==> src/rtl/ps2_pkg.sv <==
// ps2_pkg: scan codes, movement bit indices, receiver states
// and the Set-2 key map shared by the PS/2 decoder and its consumers.
package ps2_pkg;

  localparam logic [7:0] SC_EXT   = 8'hE0;
  localparam logic [7:0] SC_BRK   = 8'hF0;
  localparam logic [7:0] SC_W     = 8'h1D;
  localparam logic [7:0] SC_A     = 8'h1C;
  localparam logic [7:0] SC_D     = 8'h23;
  localparam logic [7:0] SC_S     = 8'h1B;
  localparam logic [7:0] SC_ENTER = 8'h5A;
  localparam logic [7:0] SC_ESC   = 8'h76;
  localparam logic [7:0] SC_UP    = 8'h75;
  localparam logic [7:0] SC_LEFT  = 8'h6B;
  localparam logic [7:0] SC_RIGHT = 8'h74;
  localparam logic [7:0] SC_DOWN  = 8'h72;

  localparam int MV_UP      = 0;
  localparam int MV_LEFT    = 1;
  localparam int MV_RIGHT   = 2;
  localparam int MV_DOWN    = 3;
  localparam int MV_CONFIRM = 4;
  localparam int MV_BACK    = 5;
  localparam int MV_W       = 6;

  typedef enum logic [1:0] {
    RX_IDLE,
    RX_DATA,
    RX_PARITY,
    RX_STOP
  } rx_state_e;

  typedef struct packed {
    logic       hit;
    logic [2:0] idx;
  } key_hit_t;

  function automatic key_hit_t key_lookup(
    input logic       ext,
    input logic [7:0] code
  );
    key_hit_t r;
    r.hit = 1'b1;
    r.idx = 3'd0;
    if (!ext) begin
      case (code)
        SC_W:     r.idx = 3'(MV_UP);
        SC_A:     r.idx = 3'(MV_LEFT);
        SC_D:     r.idx = 3'(MV_RIGHT);
        SC_S:     r.idx = 3'(MV_DOWN);
        SC_ENTER: r.idx = 3'(MV_CONFIRM);
        SC_ESC:   r.idx = 3'(MV_BACK);
        default:  r.hit = 1'b0;
      endcase
    end else begin
      case (code)
        SC_UP:    r.idx = 3'(MV_UP);
        SC_LEFT:  r.idx = 3'(MV_LEFT);
        SC_RIGHT: r.idx = 3'(MV_RIGHT);
        SC_DOWN:  r.idx = 3'(MV_DOWN);
        default:  r.hit = 1'b0;
      endcase
    end
    return r;
  endfunction

endpackage

==> src/rtl/ps2_frame_rx.sv <==
// ps2_frame_rx: pin synchroniser, falling-edge detect, 11-bit frame FSM
// and inactivity timeout. Odd-parity check enabled by PS2_PARITY_CHECK_EN.
module ps2_frame_rx
  import ps2_pkg::*;
#(
  parameter int TIMEOUT_CYCLES = 50000,
  parameter int SYNC_STAGES    = 2
) (
  input  logic       clk,
  input  logic       rst_n,
  input  logic       ps2_clk,
  input  logic       ps2_data,
  output logic       byte_valid,
  output logic [7:0] byte_data,
  output logic       err
);

  localparam int TW = $clog2(TIMEOUT_CYCLES + 1);
  localparam logic [TW-1:0] TO_MAX = TW'(TIMEOUT_CYCLES);

  logic [SYNC_STAGES-1:0] clk_sync_q;
  logic [SYNC_STAGES-1:0] dat_sync_q;
  logic                   clk_prev_q;
  logic                   fall;
  logic                   bit_in;

  // Idle-high reset so release never looks like a falling edge.
  always_ff @(posedge clk or negedge rst_n) begin
    if (!rst_n) begin
      clk_sync_q <= '1;
      dat_sync_q <= '1;
      clk_prev_q <= 1'b1;
    end else begin
      clk_sync_q <= {clk_sync_q[SYNC_STAGES-2:0], ps2_clk};
      dat_sync_q <= {dat_sync_q[SYNC_STAGES-2:0], ps2_data};
      clk_prev_q <= clk_sync_q[SYNC_STAGES-1];
    end
  end

  assign fall   = clk_prev_q & ~clk_sync_q[SYNC_STAGES-1];
  assign bit_in = dat_sync_q[SYNC_STAGES-1];

  rx_state_e   state_q;
  logic [7:0]  shift_q;
  logic [2:0]  bit_cnt_q;
  logic        par_q;
  logic        byte_valid_q;
  logic [7:0]  byte_q;
  logic        err_q;
  logic [TW-1:0] to_q;
  logic [TW-1:0] to_d;
  logic        timeout;
  logic        stop_ok;

  always_comb begin
    to_d = to_q;
    if (fall || state_q == RX_IDLE) begin
      to_d = '0;
    end else if (to_q != TO_MAX) begin
      to_d = to_q + 1'b1;
    end
  end

  assign timeout = (state_q != RX_IDLE) && (to_q == TO_MAX) && !fall;

  always_comb begin
`ifdef PS2_PARITY_CHECK_EN
    stop_ok = bit_in & (^{shift_q, par_q});
`else
    stop_ok = bit_in;
`endif
  end

  always_ff @(posedge clk or negedge rst_n) begin
    if (!rst_n) begin
      to_q <= '0;
    end else begin
      to_q <= to_d;
    end
  end

  always_ff @(posedge clk or negedge rst_n) begin
    if (!rst_n) begin
      state_q      <= RX_IDLE;
      shift_q      <= '0;
      bit_cnt_q    <= '0;
      par_q        <= 1'b0;
      byte_valid_q <= 1'b0;
      byte_q       <= '0;
      err_q        <= 1'b0;
    end else begin
      byte_valid_q <= 1'b0;
      err_q        <= 1'b0;
      if (timeout) begin
        state_q <= RX_IDLE;
        err_q   <= 1'b1;
      end else if (fall) begin
        unique case (state_q)
          RX_IDLE: begin
            if (!bit_in) begin
              state_q   <= RX_DATA;
              bit_cnt_q <= '0;
            end else begin
              err_q <= 1'b1;
            end
          end
          RX_DATA: begin
            shift_q   <= {bit_in, shift_q[7:1]};
            bit_cnt_q <= bit_cnt_q + 3'd1;
            if (bit_cnt_q == 3'd7) state_q <= RX_PARITY;
          end
          RX_PARITY: begin
            par_q   <= bit_in;
            state_q <= RX_STOP;
          end
          RX_STOP: begin
            state_q <= RX_IDLE;
            if (stop_ok) begin
              byte_valid_q <= 1'b1;
              byte_q       <= shift_q;
            end else begin
              err_q <= 1'b1;
            end
          end
        endcase
      end
    end
  end

  assign byte_valid = byte_valid_q;
  assign byte_data  = byte_q;
  assign err        = err_q;

endmodule

==> src/rtl/ps2_movement_decoder.sv <==
// ps2_movement_decoder: Set-2 make/break decoding into held-key levels
// and press pulses. Build option: PS2_PARITY_CHECK_EN (in ps2_frame_rx).
module ps2_movement_decoder
  import ps2_pkg::*;
#(
  parameter int TIMEOUT_CYCLES = 50000,
  parameter int SYNC_STAGES    = 2
) (
  input  logic            clk,
  input  logic            rst_n,
  input  logic            ps2_clk,
  input  logic            ps2_data,
  output logic [MV_W-1:0] movement,
  output logic [MV_W-1:0] keys_held,
  output logic            frame_err
);

  logic       byte_valid;
  logic [7:0] byte_data;
  logic       rx_err;

  ps2_frame_rx #(
    .TIMEOUT_CYCLES (TIMEOUT_CYCLES),
    .SYNC_STAGES    (SYNC_STAGES)
  ) u_rx (
    .clk        (clk),
    .rst_n      (rst_n),
    .ps2_clk    (ps2_clk),
    .ps2_data   (ps2_data),
    .byte_valid (byte_valid),
    .byte_data  (byte_data),
    .err        (rx_err)
  );

  logic            ext_q, ext_d;
  logic            brk_q, brk_d;
  logic [MV_W-1:0] keys_q, keys_d;
  logic [MV_W-1:0] mv_q, mv_d;
  key_hit_t        hit;

  assign hit = key_lookup(ext_q, byte_data);

  always_comb begin
    ext_d  = ext_q;
    brk_d  = brk_q;
    keys_d = keys_q;
    if (byte_valid) begin
      unique case (1'b1)
        byte_data == SC_EXT: ext_d = 1'b1;
        byte_data == SC_BRK: brk_d = 1'b1;
        default: begin
          if (hit.hit) keys_d[hit.idx] = ~brk_q;
          ext_d = 1'b0;
          brk_d = 1'b0;
        end
      endcase
    end
    // Only a fresh press pulses; typematic repeats leave the bit set.
    mv_d = keys_d & ~keys_q;
  end

  always_ff @(posedge clk or negedge rst_n) begin
    if (!rst_n) begin
      ext_q  <= 1'b0;
      brk_q  <= 1'b0;
      keys_q <= '0;
      mv_q   <= '0;
    end else begin
      ext_q  <= ext_d;
      brk_q  <= brk_d;
      keys_q <= keys_d;
      mv_q   <= mv_d;
    end
  end

  assign movement  = mv_q;
  assign keys_held = keys_q;
  assign frame_err = rx_err;

endmodule

==> config.mk <==
export PLATFORM = sky130hd
export DESIGN_NAME = ps2_movement_decoder
export DESIGN_NICKNAME = d
export VERILOG_FILES = /design/src/rtl/ps2_pkg.sv /design/src/rtl/ps2_frame_rx.sv /design/src/rtl/ps2_movement_decoder.sv
export SDC_FILE = /design/constraint.sdc
export NUM_CORES = 1
export LEC_CHECK = 0
export BUFFER_PORTS_ARGS = -buffer_cell sky130_fd_sc_hd__buf_4
export CAP_MARGIN = 20
export CELL_PAD_IN_SITES_DETAIL_PLACEMENT = 1
export CELL_PAD_IN_SITES_GLOBAL_PLACEMENT = 1
export CORE_AREA = 5 5 91 93
export CTS_BUF_LIST = sky130_fd_sc_hd__clkbuf_4 sky130_fd_sc_hd__clkbuf_8
export DETAILED_ROUTE_END_ITERATION = 7
export DIE_AREA = 0 0 96 98
export HOLD_SLACK_MARGIN = 0.08
export PLACE_DENSITY = 0.7
export SLEW_MARGIN = 20
export SYNTH_ARGS = -nofsm -noshare
export SYNTH_HDL_FRONTEND = slang
export SYNTH_SLANG_ARGS = --single-unit
==> constraint.sdc <==
create_clock -name clk -period 2.65 [get_ports clk]
set_input_delay 0.265 -clock clk [delete_from_list [all_inputs] [get_ports clk]]
set_output_delay 0.265 -clock clk [all_outputs]
set_load 0.1 [all_outputs]
=== Yosys cells after proc, flatten, opt, wreduce, memory -nomap -nowiden ===
Index checks and enable logic that the tools add are counted.

* Add/sub/neg operators: 2
* $lt $le $gt $ge: 2
* Eq/ne operators: 21
* Muxes and demuxes: 30
* Bitwise logic cells: 8
* Reduce and logical (&&, ||, !) cells: 19

{| class="wikitable"
|+ Operators with widths
! cell !! count
|-
| equality test 8 x 7 -> 1 bit, second input constant || 6
|-
| two-way mux 16 bit || 2
|-
| equality test 8 x 5 -> 1 bit, second input constant || 3
|-
| two-way mux 6 bit || 3
|-
| adder 16 x 1 -> 16 bit, second input constant || 1
|-
| equality test 16 bit, second input constant || 1
|-
| equality test 8 bit, second input constant || 2
|-
| inequality test 16 bit, second input constant || 1
|-
| case mux 3 bit (5 select lines) || 1
|-
| two-way mux 1 bit || 10
|-
| equality test 8 x 6 -> 1 bit, second input constant || 1
|-
| two-way mux 2 bit || 4
|-
| case mux 2 bit (4 select lines) || 1
|-
| AND reduction 4 bit || 2
|-
| nonzero test 2 bit || 4
|-
| bitwise AND 6 bit || 1
|-
| bitwise mux 6 bit || 1
|-
| NOT 6 bit || 1
|-
| case mux 1 bit (2 select lines) || 3
|-
| case mux 2 bit (3 select lines) || 1
|-
| case mux 3 bit (2 select lines) || 1
|-
| AND reduction 3 bit || 2
|-
| OR reduction 6 bit || 1
|-
| NOT 1 bit || 5
|-
| other kinds (20) || 24
|}

* Bits in registers: 58
* Bits of input ports: 4
* Output and inout bits: 13
* Word-level logic and storage cells: 96

=== Depth between registers and ports, before layout ===
Gate-level depths: netlist of run 1.

* Depth after elaboration: 13
* Mapped depth: 8
* Gate-level depth less buffers: 7

=== By module ===
Synthesis of run 1 repeated with hierarchy kept, for this count alone.

* Cells, all modules: 259
* Area total of the unflattened synthesis: 2,836.5 µm²

{| class="wikitable"
|+ Modules (own cells, without submodules)
! module !! instances !! cells an instance !! area each (µm²)
|-
| ps2_frame_rx || 1 || 176 || 1,994.4
|-
| ps2_movement_decoder || 1 || 83 || 842.1
|}

=== Least setup slack after synthesis of run 1 ===
Ideal clock, no wire load.

* Kind: register -> register
* Start: reg u_rx.byte_q[4], in the netlist u_rx.byte_data[4]
* End: reg keys_q[4], in the netlist keys_held[4]
* Arrival: 1.902 ns
* Path slack: 0.668 ns
* Stages on the path, launching flop included: 7
* Cells stage by stage: dfrtp_1 or3b_1 a2111oi_4 o31a_2 a21boi_4 and3_1 mux2i_1

* Longest elaborated chain between the ends: 11
* Elaborated cells on any way between the ends: 29
* Those cells by class: order compare: 2; eq/ne: 12; mux: 11; reduce/logical: 4

{| class="wikitable"
|+ RTL lines
! item !! line !! text
|-
| from (decl) || ps2_frame_rx.sv:48 || <nowiki>logic [7:0] byte_q;</nowiki>
|-
| from (signal assigned) || ps2_frame_rx.sv:120 || <nowiki>byte_q <= shift_q;</nowiki>
|-
| equality test 8 x 7 -> 1 bit (tied with other cells) || ps2_pkg.sv:46 || <nowiki>case (code)</nowiki>
|-
| case mux 3 bit (5 select lines) or case mux 2 bit (3 select lines) (tied branches) || ps2_pkg.sv:46, ps2_pkg.sv:56 ||
|-
| two-way mux 4 bit || ps2_pkg.sv:45 || <nowiki>if (!ext) begin</nowiki>
|-
| less-than comparator 3 x 4 -> 1 bit (implied by the code) or >= comparator 3 x 1 -> 1 bit (tied branches) || ps2_movement_decoder.sv:52 || <nowiki>if (hit.hit) keys_d[hit.idx] = ~brk_q;</nowiki>
|-
| logical AND 1 bit (implied by the code) || ps2_movement_decoder.sv:52 ||
|-
| two-way mux 1 bit (implied by the code) || ps2_movement_decoder.sv:52 ||
|-
| demux 1 bit (select 3 bit) || ps2_movement_decoder.sv:52 ||
|-
| bitwise mux 6 bit || ps2_movement_decoder.sv:52 ||
|-
| two-way mux 6 bit || ps2_movement_decoder.sv:52 ||
|-
| two-way mux 6 bit (*) || ps2_movement_decoder.sv:48 || <nowiki>unique case (1'b1)</nowiki>
|-
| two-way mux 6 bit (*) || ps2_movement_decoder.sv:47 || <nowiki>if (byte_valid) begin</nowiki>
|-
| net keys_d[4] || ps2_movement_decoder.sv:37 || <nowiki>logic [MV_W-1:0] keys_q, keys_d;</nowiki>
|-
| to (signal assigned) || ps2_movement_decoder.sv:71 || <nowiki>keys_q <= keys_d;</nowiki>
|-
| to (decl) || ps2_movement_decoder.sv:37 ||
|}

Mark *: on every way through the listed nets, which the timed path passes. The rest lies on a longest branch.
A chain may end at the register's enable or synchronous reset.

=== Worst setup path in the final report of run 1 ===
* Start: reg u_rx.byte_q[3], in the netlist u_rx.byte_data[3]
* End: reg keys_q[1], in the netlist keys_held[1]

Same word-level chain as after synthesis.

==> flow_summary.ini, run 1 <==
[outcome]
status = finished, final reports clean

[cts]
clkTransAtPathRegs_ns = 0.07
root_buffer = clkbuf_8
clock_sinks = 58
ctsLongestPathBuffers = 2
ctsResizeCount = 0
numCtsBuffers = 9
tritoncts = built
worstSkewPairLatency_ns = 0.33
h-tree-depth = 3

[floorplanning]
fp.dieH_um = 98
die-area_um2 = 9410
ios = 17
placementRows = 32
die_x_um = 96
start_util_pct = 38.2
core_area_um2 = 7450

[critical_path]
startpoint_type = flop
cp.arrival_ns = 2.52
path_common_cell = o21ai_0
required_ns = 2.87
path_max_fanout = 11
critPathMaxStageDelay_ns = 0.48
path_class = reg -> reg
cp_top_family = compound AO/OA/AOI/OAI gates
crit_buf_inv = 0
endpoint_kind = flop
slowest_stage = dfrtp_1
crit_chain = or3b_1 > a2111oi_4 > nor2_1 > o21ai_0 > o21ai_0 > o31ai_1

[yosys]
avgSynthCellArea_um2 = 11.2
synth-seq-cells = 58
seq_area_frac_synth_pct = 51.3
syn_inst = 255
synth_cell_types = 55
synth_ff_type = dfrtp_1
synth_fp_nets = 267
synth_area_um2 = 2840
yosysWarnings = 0
synth_edf_count = 0
synthArstFlopShare_pct = 100

[global_routing]
grt_max_degree = 59
groute.usage.overall_pct = 13.1
grt_pass1_vias = 2065
grt_pass1_wl_mm = 9.81
grt_use_met1_pct = 18.1
gr-usage-met3_pct = 2.77
antenna_found_initial = 0
grt_busiest_layer = met2
use_met2_pct = 19.8
overflow = 0

[timing]
fin_crit_sh_pct = 86.7
slew_violations = 0
finalSetupViolations = 0
tightest_slew_ns = 0.727
skew_ns = 0.0117
rsz0062_at_grt = false
fin_crit_ns = 2.30
fmax_mhz = 435
slew_headroom_pct = 51.5
setup_tns_ns = 0
setup_ws_ns = 0.352
hold_viol = 0

[final_layout]
fin_nets = 287
area_growth_pct = 17.2
instances_no_fill = 382
post-route-cell-area_um2 = 3330
final_util_pct = 44.8
final_layout_size_suffix_gt1_share_pct = 22.5
n_antenna_cell = 0

[placed_design]
dp.cells = 363
dp_hpwl_mm = 3.87
dpl_cell_area_um2 = 3050
place.gp.congestion = 0.820
dp_slack_ns = 0.388
io_buffers = 16

[route]
drt-wirelength-per-cell_um = 14.6
drc = 0
viasPerCell = 5.15
vias = 1969
drt_iter0_markers = 43
drt_first_pass_iters = 4
drt_wl_total_mm = 5.59
detail-route-antenna-nets = 0

[power_and_ir_drop]
ir_drop_mv = 0.486
p_per_area_nw_per_um2 = 873
leakagePower_nw = 1.51

[hold_path]
min_path_type = reg -> reg

[run]
timing.max_cap.violations = 0
what timing repair did:
| item | CTS | global route |
|---|---|---|
| setup endpoints to repair | 0 | 0 |
| setup buffers | 0 | 0 |
| hold buffers | 3 | 0 |
| hold endpoints to repair | 55 | 0 |
worst paths after layout:
check / from / to / slack, ns / cells after the start
min in group asynchronous: rst_n / u_rx.to_q[6] / 0.54 / 2
min: u_rx.dat_sync_q[0] / u_rx.dat_sync_q[1] / 0.36 / 0
max in group asynchronous: rst_n / u_rx.shift_q[2] / 1.62 / 2
max: u_rx.byte_data[3] / keys_held[1] / 0.35 / 6
max reg2reg: u_rx.byte_data[3] / keys_held[1] / 0.35 / 6
min reg2reg: u_rx.dat_sync_q[0] / u_rx.dat_sync_q[1] / 0.36 / 0
cell usage after synthesis (all sizes together), types with 2 or more instances:
cell type / number / area (um^2)
dfrtp: 53 / 1330
nor2: 22 / 82.6
mux2: 17 / 191
inv: 14 / 52.6
nand3: 11 / 60.1
a21oi: 9 / 45.0
nand2: 9 / 33.8
o21ai: 9 / 45.0
clkbuf: 8 / 30.0
ha: 8 / 100
mux2i: 7 / 70.1
nor2b: 7 / 43.8
nor3: 7 / 40.0
xor2: 7 / 61.3
xnor2: 6 / 52.6
dfstp: 5 / 131
nor3b: 5 / 37.5
nand2b: 4 / 25.0
o31ai: 4 / 30.0
and3: 3 / 18.8
buf: 3 / 17.5
nand4: 3 / 18.8
a21boi: 2 / 26.3
and3b: 2 / 17.5
nand3b: 2 / 15.0
nor4: 2 / 27.5
o2111a: 2 / 22.5
o31a: 2 / 18.8
or2: 2 / 12.5
or3: 2 / 12.5
or3b: 2 / 20.0
final cells by class:
| type | count | area (um^2) |
|---|---|---|
| multi-input cells | 172 | 1290 |
| clock buffers | 11 | 151 |
| well taps | 102 | 128 |
| inverters | 14 | 52.6 |
| clock inverters | 5 | 100 |
| fillers | 854 | 4110 |
| flip-flops and latches | 58 | 1460 |
| repair buffers | 20 | 158 |
sequential cells by signal, summed over array words and instances (netlist names):
register and cells:
brk_q 1, ext_q 1, keys_held 6, movement 6
u_rx.bit_cnt_q 3, u_rx.byte_data 8, u_rx.byte_valid 1, u_rx.clk_prev_q 1
u_rx.clk_sync_q 2, u_rx.dat_sync_q 2, u_rx.err 1, u_rx.shift_q 8
u_rx.state_q 2, u_rx.to_q 16
worst reg2reg max path, delay by kind of cell, from the launching register on:
family          cells  cell delay, ns
simple gates        2            0.59
compound gates      4            1.12
flops               1            0.48
where the power goes:
group	internal [mW]	leakage [nW]	switching, mW
Sequential	1.04	0.769	0.172
Combinational	0.265	0.612	0.416
Clock	0.673	0.129	0.345
routing by layer:
layer / share of wire (%) / vias to the layer above
met5: 0 / -
met4: 1.7 / 0
met3: 2.3 / 7
met2: 49 / 20
met1: 48 / 998
li1: - / 944
cell usage in the layout (no fill, tap or decap), types with 2 or more instances in the layout:
cell type / synthesis / final
nor2_1: 22 / 22
a21oi_1: 9 / 9
inv_1: 14 / 14
clkinv_2: 0 / 2
nor3_1: 6 / 6
o2111a_1: 2 / 2
nor2b_1: 7 / 7
o31ai_1: 4 / 4
nand3b_1: 2 / 2
mux2i_1: 7 / 7
dfstp_2: 5 / 5
and3_1: 3 / 3
mux2_2: 17 / 17
dlygate4sd3_1: 0 / 3
nand2b_1: 4 / 4
xnor2_1: 6 / 6
ha_1: 8 / 8
nand3_1: 10 / 10
bufinv_16: 0 / 3
buf_4: 1 / 17
xor2_1: 7 / 7
clkbuf_8: 0 / 11
nand2_1: 9 / 9
nand4_1: 3 / 3
nor3b_1: 5 / 5
dfrtp_1: 53 / 53
and3b_1: 2 / 2
or3_1: 2 / 2
o21ai_0: 9 / 9
kinds of logic after synthesis:
group | share of synthesized area (%)
xor gates and xnor gates | 4.00
adders and majority gates | 3.52
and+or+nand+nor | 17.8
AOI/OAI and AO/OA | 10.7
DFF | 51.3
muxes | 9.19
buffers and inverters | 3.52
stage by stage:
step | power [mW] | hold WS (ns)
final | 2.91 | 0.357
after global routing | 3.09 | 0.364
after CTS | 2.96 | 0.359
after detailed placement | 1.91 | 0.349
after global placement | 1.88 | 0.346
after floorplan | 1.72 | -0.0306
No activity file was read; power rests on OpenSTA's default activity.
==> inputs of run 2 (changes only) <==
--- a/config.mk
+++ b/config.mk
@@ -9,12 +9,13 @@
 export CAP_MARGIN = 20
 export CELL_PAD_IN_SITES_DETAIL_PLACEMENT = 1
 export CELL_PAD_IN_SITES_GLOBAL_PLACEMENT = 1
-export CORE_AREA = 5 5 91 93
+export CORE_AREA = 5 5 90 92
 export CTS_BUF_LIST = sky130_fd_sc_hd__clkbuf_4 sky130_fd_sc_hd__clkbuf_8
 export DETAILED_ROUTE_END_ITERATION = 7
-export DIE_AREA = 0 0 96 98
+export DIE_AREA = 0 0 95 97
 export HOLD_SLACK_MARGIN = 0.08
-export PLACE_DENSITY = 0.7
+export PLACE_DENSITY = 0.71
+export SETUP_SLACK_MARGIN = 0.05
 export SLEW_MARGIN = 20
 export SYNTH_ARGS = -nofsm -noshare
 export SYNTH_HDL_FRONTEND = slang
==> run 2 against run 1 <==
First-iteration DRC count is 47% higher. Routed wire length shrank 2.0%. Sequential share of layout area rose by 0.87 points. Clock power down 23%. Critical path type unchanged.
==> flow_summary.ini, run 2 (synthesis gave the netlist of run 1 again) <==
[route]
drt-wirelength-per-cell_um = 14.4
met1Wirelength_mm = 2.64
viasPerCell = 5.12
drt_iter0_markers = 63
wl_met2_mm = 2.55
wl_met3_um = 214
drc = 0
drt_wl_total_mm = 5.47
detail-route-antenna-nets = 0
vias = 1941
top_layer_used = met4
drt_first_pass_iters = 4

[power_and_ir_drop]
switching_share_pct = 34.7
pwr-share-comb_pct = 25.3
leakagePower_nw = 1.48
ir_drop_mv = 0.329
pwr-share-clk_pct = 29.4
p_per_area_nw_per_um2 = 814
p_switching_mw = 0.923
p_int_mw = 1.74
power_mw = 2.66
seqPwrFrac_pct = 45.3

[final_layout]
largest_reg_flops = 16
fin_nets = 287
top_register = u_rx.to_q
final_layout_size_suffix_gt1_share_pct = 22.5
layout_commonest_cell = dfrtp_1
area_growth_pct = 14.9
n_antenna_cell = 0
instances_no_fill = 379
final_cell_mix = dfrtp_1, nor2_1, mux2_2, buf_4, inv_1

[timing]
skew_ns = 0.00915
hold_viol = 0
finalSetupViolations = 0
tightest_slew_ns = 0.710
fin_crit_ns = 2.26
slew_violations = 0
fin_crit_sh_pct = 85.1
fmax_mhz = 443
slew_headroom_pct = 52.7
setup_tns_ns = 0
rsz0062_at_grt = false

[critical_path]
startpoint_type = flop
crit_start = u_rx.byte_data[3]
critPathMaxStageDelay_ns = 0.48
crit_buf_inv = 0
cp_top_family = compound AO/OA/AOI/OAI gates
required_ns = 2.91
ff2ff_path_depth = 6
path_class = reg -> reg
rr_startpoint = u_rx.byte_data[3]
cp.arrival_ns = 2.51
slowest_stage = dfrtp_1
path_max_fanout = 11
r2r_setup_slack_ns = 0.39
crit_chain = or3b_1 > a2111oi_4 > o31a_2 > a21boi_4 > and3_1 > mux2i_1
endpoint_kind = flop
reg2reg_to = keys_held[4]

[cts]
worstSkewPairLatency_ns = 0.34
clkTransAtPathRegs_ns = 0.06
ctsLongestPathBuffers = 2
tritoncts = built
clock_sinks = 58
ctsResizeCount = 0
h-tree-depth = 3
root_buffer = clkbuf_8
numCtsBuffers = 9

[global_routing]
grt_pass1_vias = 2028
grt_pass1_wl_mm = 9.70
groute.usage.overall_pct = 13.2
antenna_found_initial = 0
overflow = 0
grt_max_degree = 59

[floorplanning]
die-area_um2 = 9220
core_area_um2 = 7140
die_x_um = 95
fp.dieH_um = 97
ios = 17
start_util_pct = 39.8
placementRows = 31

[hold_path]
min_path_type = reg -> reg
worstHoldEndpoint = u_rx.clk_sync_q[1]
min-delay-start = u_rx.clk_sync_q[0]
whs_path_depth = 0

[placed_design]
dp_hpwl_mm = 3.79
dp.cells = 360
io_buffers = 16
place.gp.congestion = 0.818

[outcome]
status = finished, final reports clean

[run]
timing.max_cap.violations = 0
run 2: area by class of cell:
type | instances | area [um^2]
Clock buffer | 14 | 180
Clock inverter | 2 | 10.0
Fill cell | 808 | 3870
Inverter | 14 | 52.6
Multi-Input combinational cell | 172 | 1290
Sequential cell | 58 | 1460
Tap cell | 99 | 124
Timing Repair Buffer | 20 | 158
run 2: power groups by stage:
stage                     Sequential, mW  Combinational, mW  Clock [mW]
final                               1.21              0.673       0.782
after global routing                1.24              0.754       0.848
after CTS                           1.21              0.688       0.801
after floorplan                     1.25              0.469           0
after global placement              1.22              0.657           0
after detailed placement            1.23              0.682           0
run 2: metrics by stage:
| step | setup slack, ns | util, % | area (um^2) | hold WS [ns] |
|---|---|---|---|---|
| detailed placement | 0.404 | 42.7 | 3050 | 0.347 |
| CTS | 0.379 | 45.8 | 3270 | 0.356 |
| global route | 0.249 | 45.8 | 3270 | 0.362 |
| finish | 0.394 | 45.8 | 3270 | 0.354 |
| global placement | 0.509 | 42.7 | 3050 | 0.345 |
| floorplan | 0.668 | - | 2840 | -0.0306 |
run 2: how the worst max path moves through the flow:
stage,slack [ns],end,cells past startpoint
6_report,0.39,keys_held[4],6
3_3_place_gp,0.51,keys_held[4],6
2_1_floorplan,0.67,keys_held[4],6
3_5_place_dp,0.40,keys_held[4],6
4_1_cts,0.38,keys_held[4],6
5_1_grt,0.25,keys_held[1],6
run 2: repair_timing:
item                                   in CTS  in global routing
setup endpoints to repair                   0                  0
endpoints found under the hold margin      55                  0
hold buffers                                3                  0
buffers inserted                            0                  0
run 2: per-layer routing:
layer	vias up	track usage [%]
li1	939	-
met1	967	17.0
met2	26	20.5
met3	9	4.65
met4	0	4.66
met5	-	0
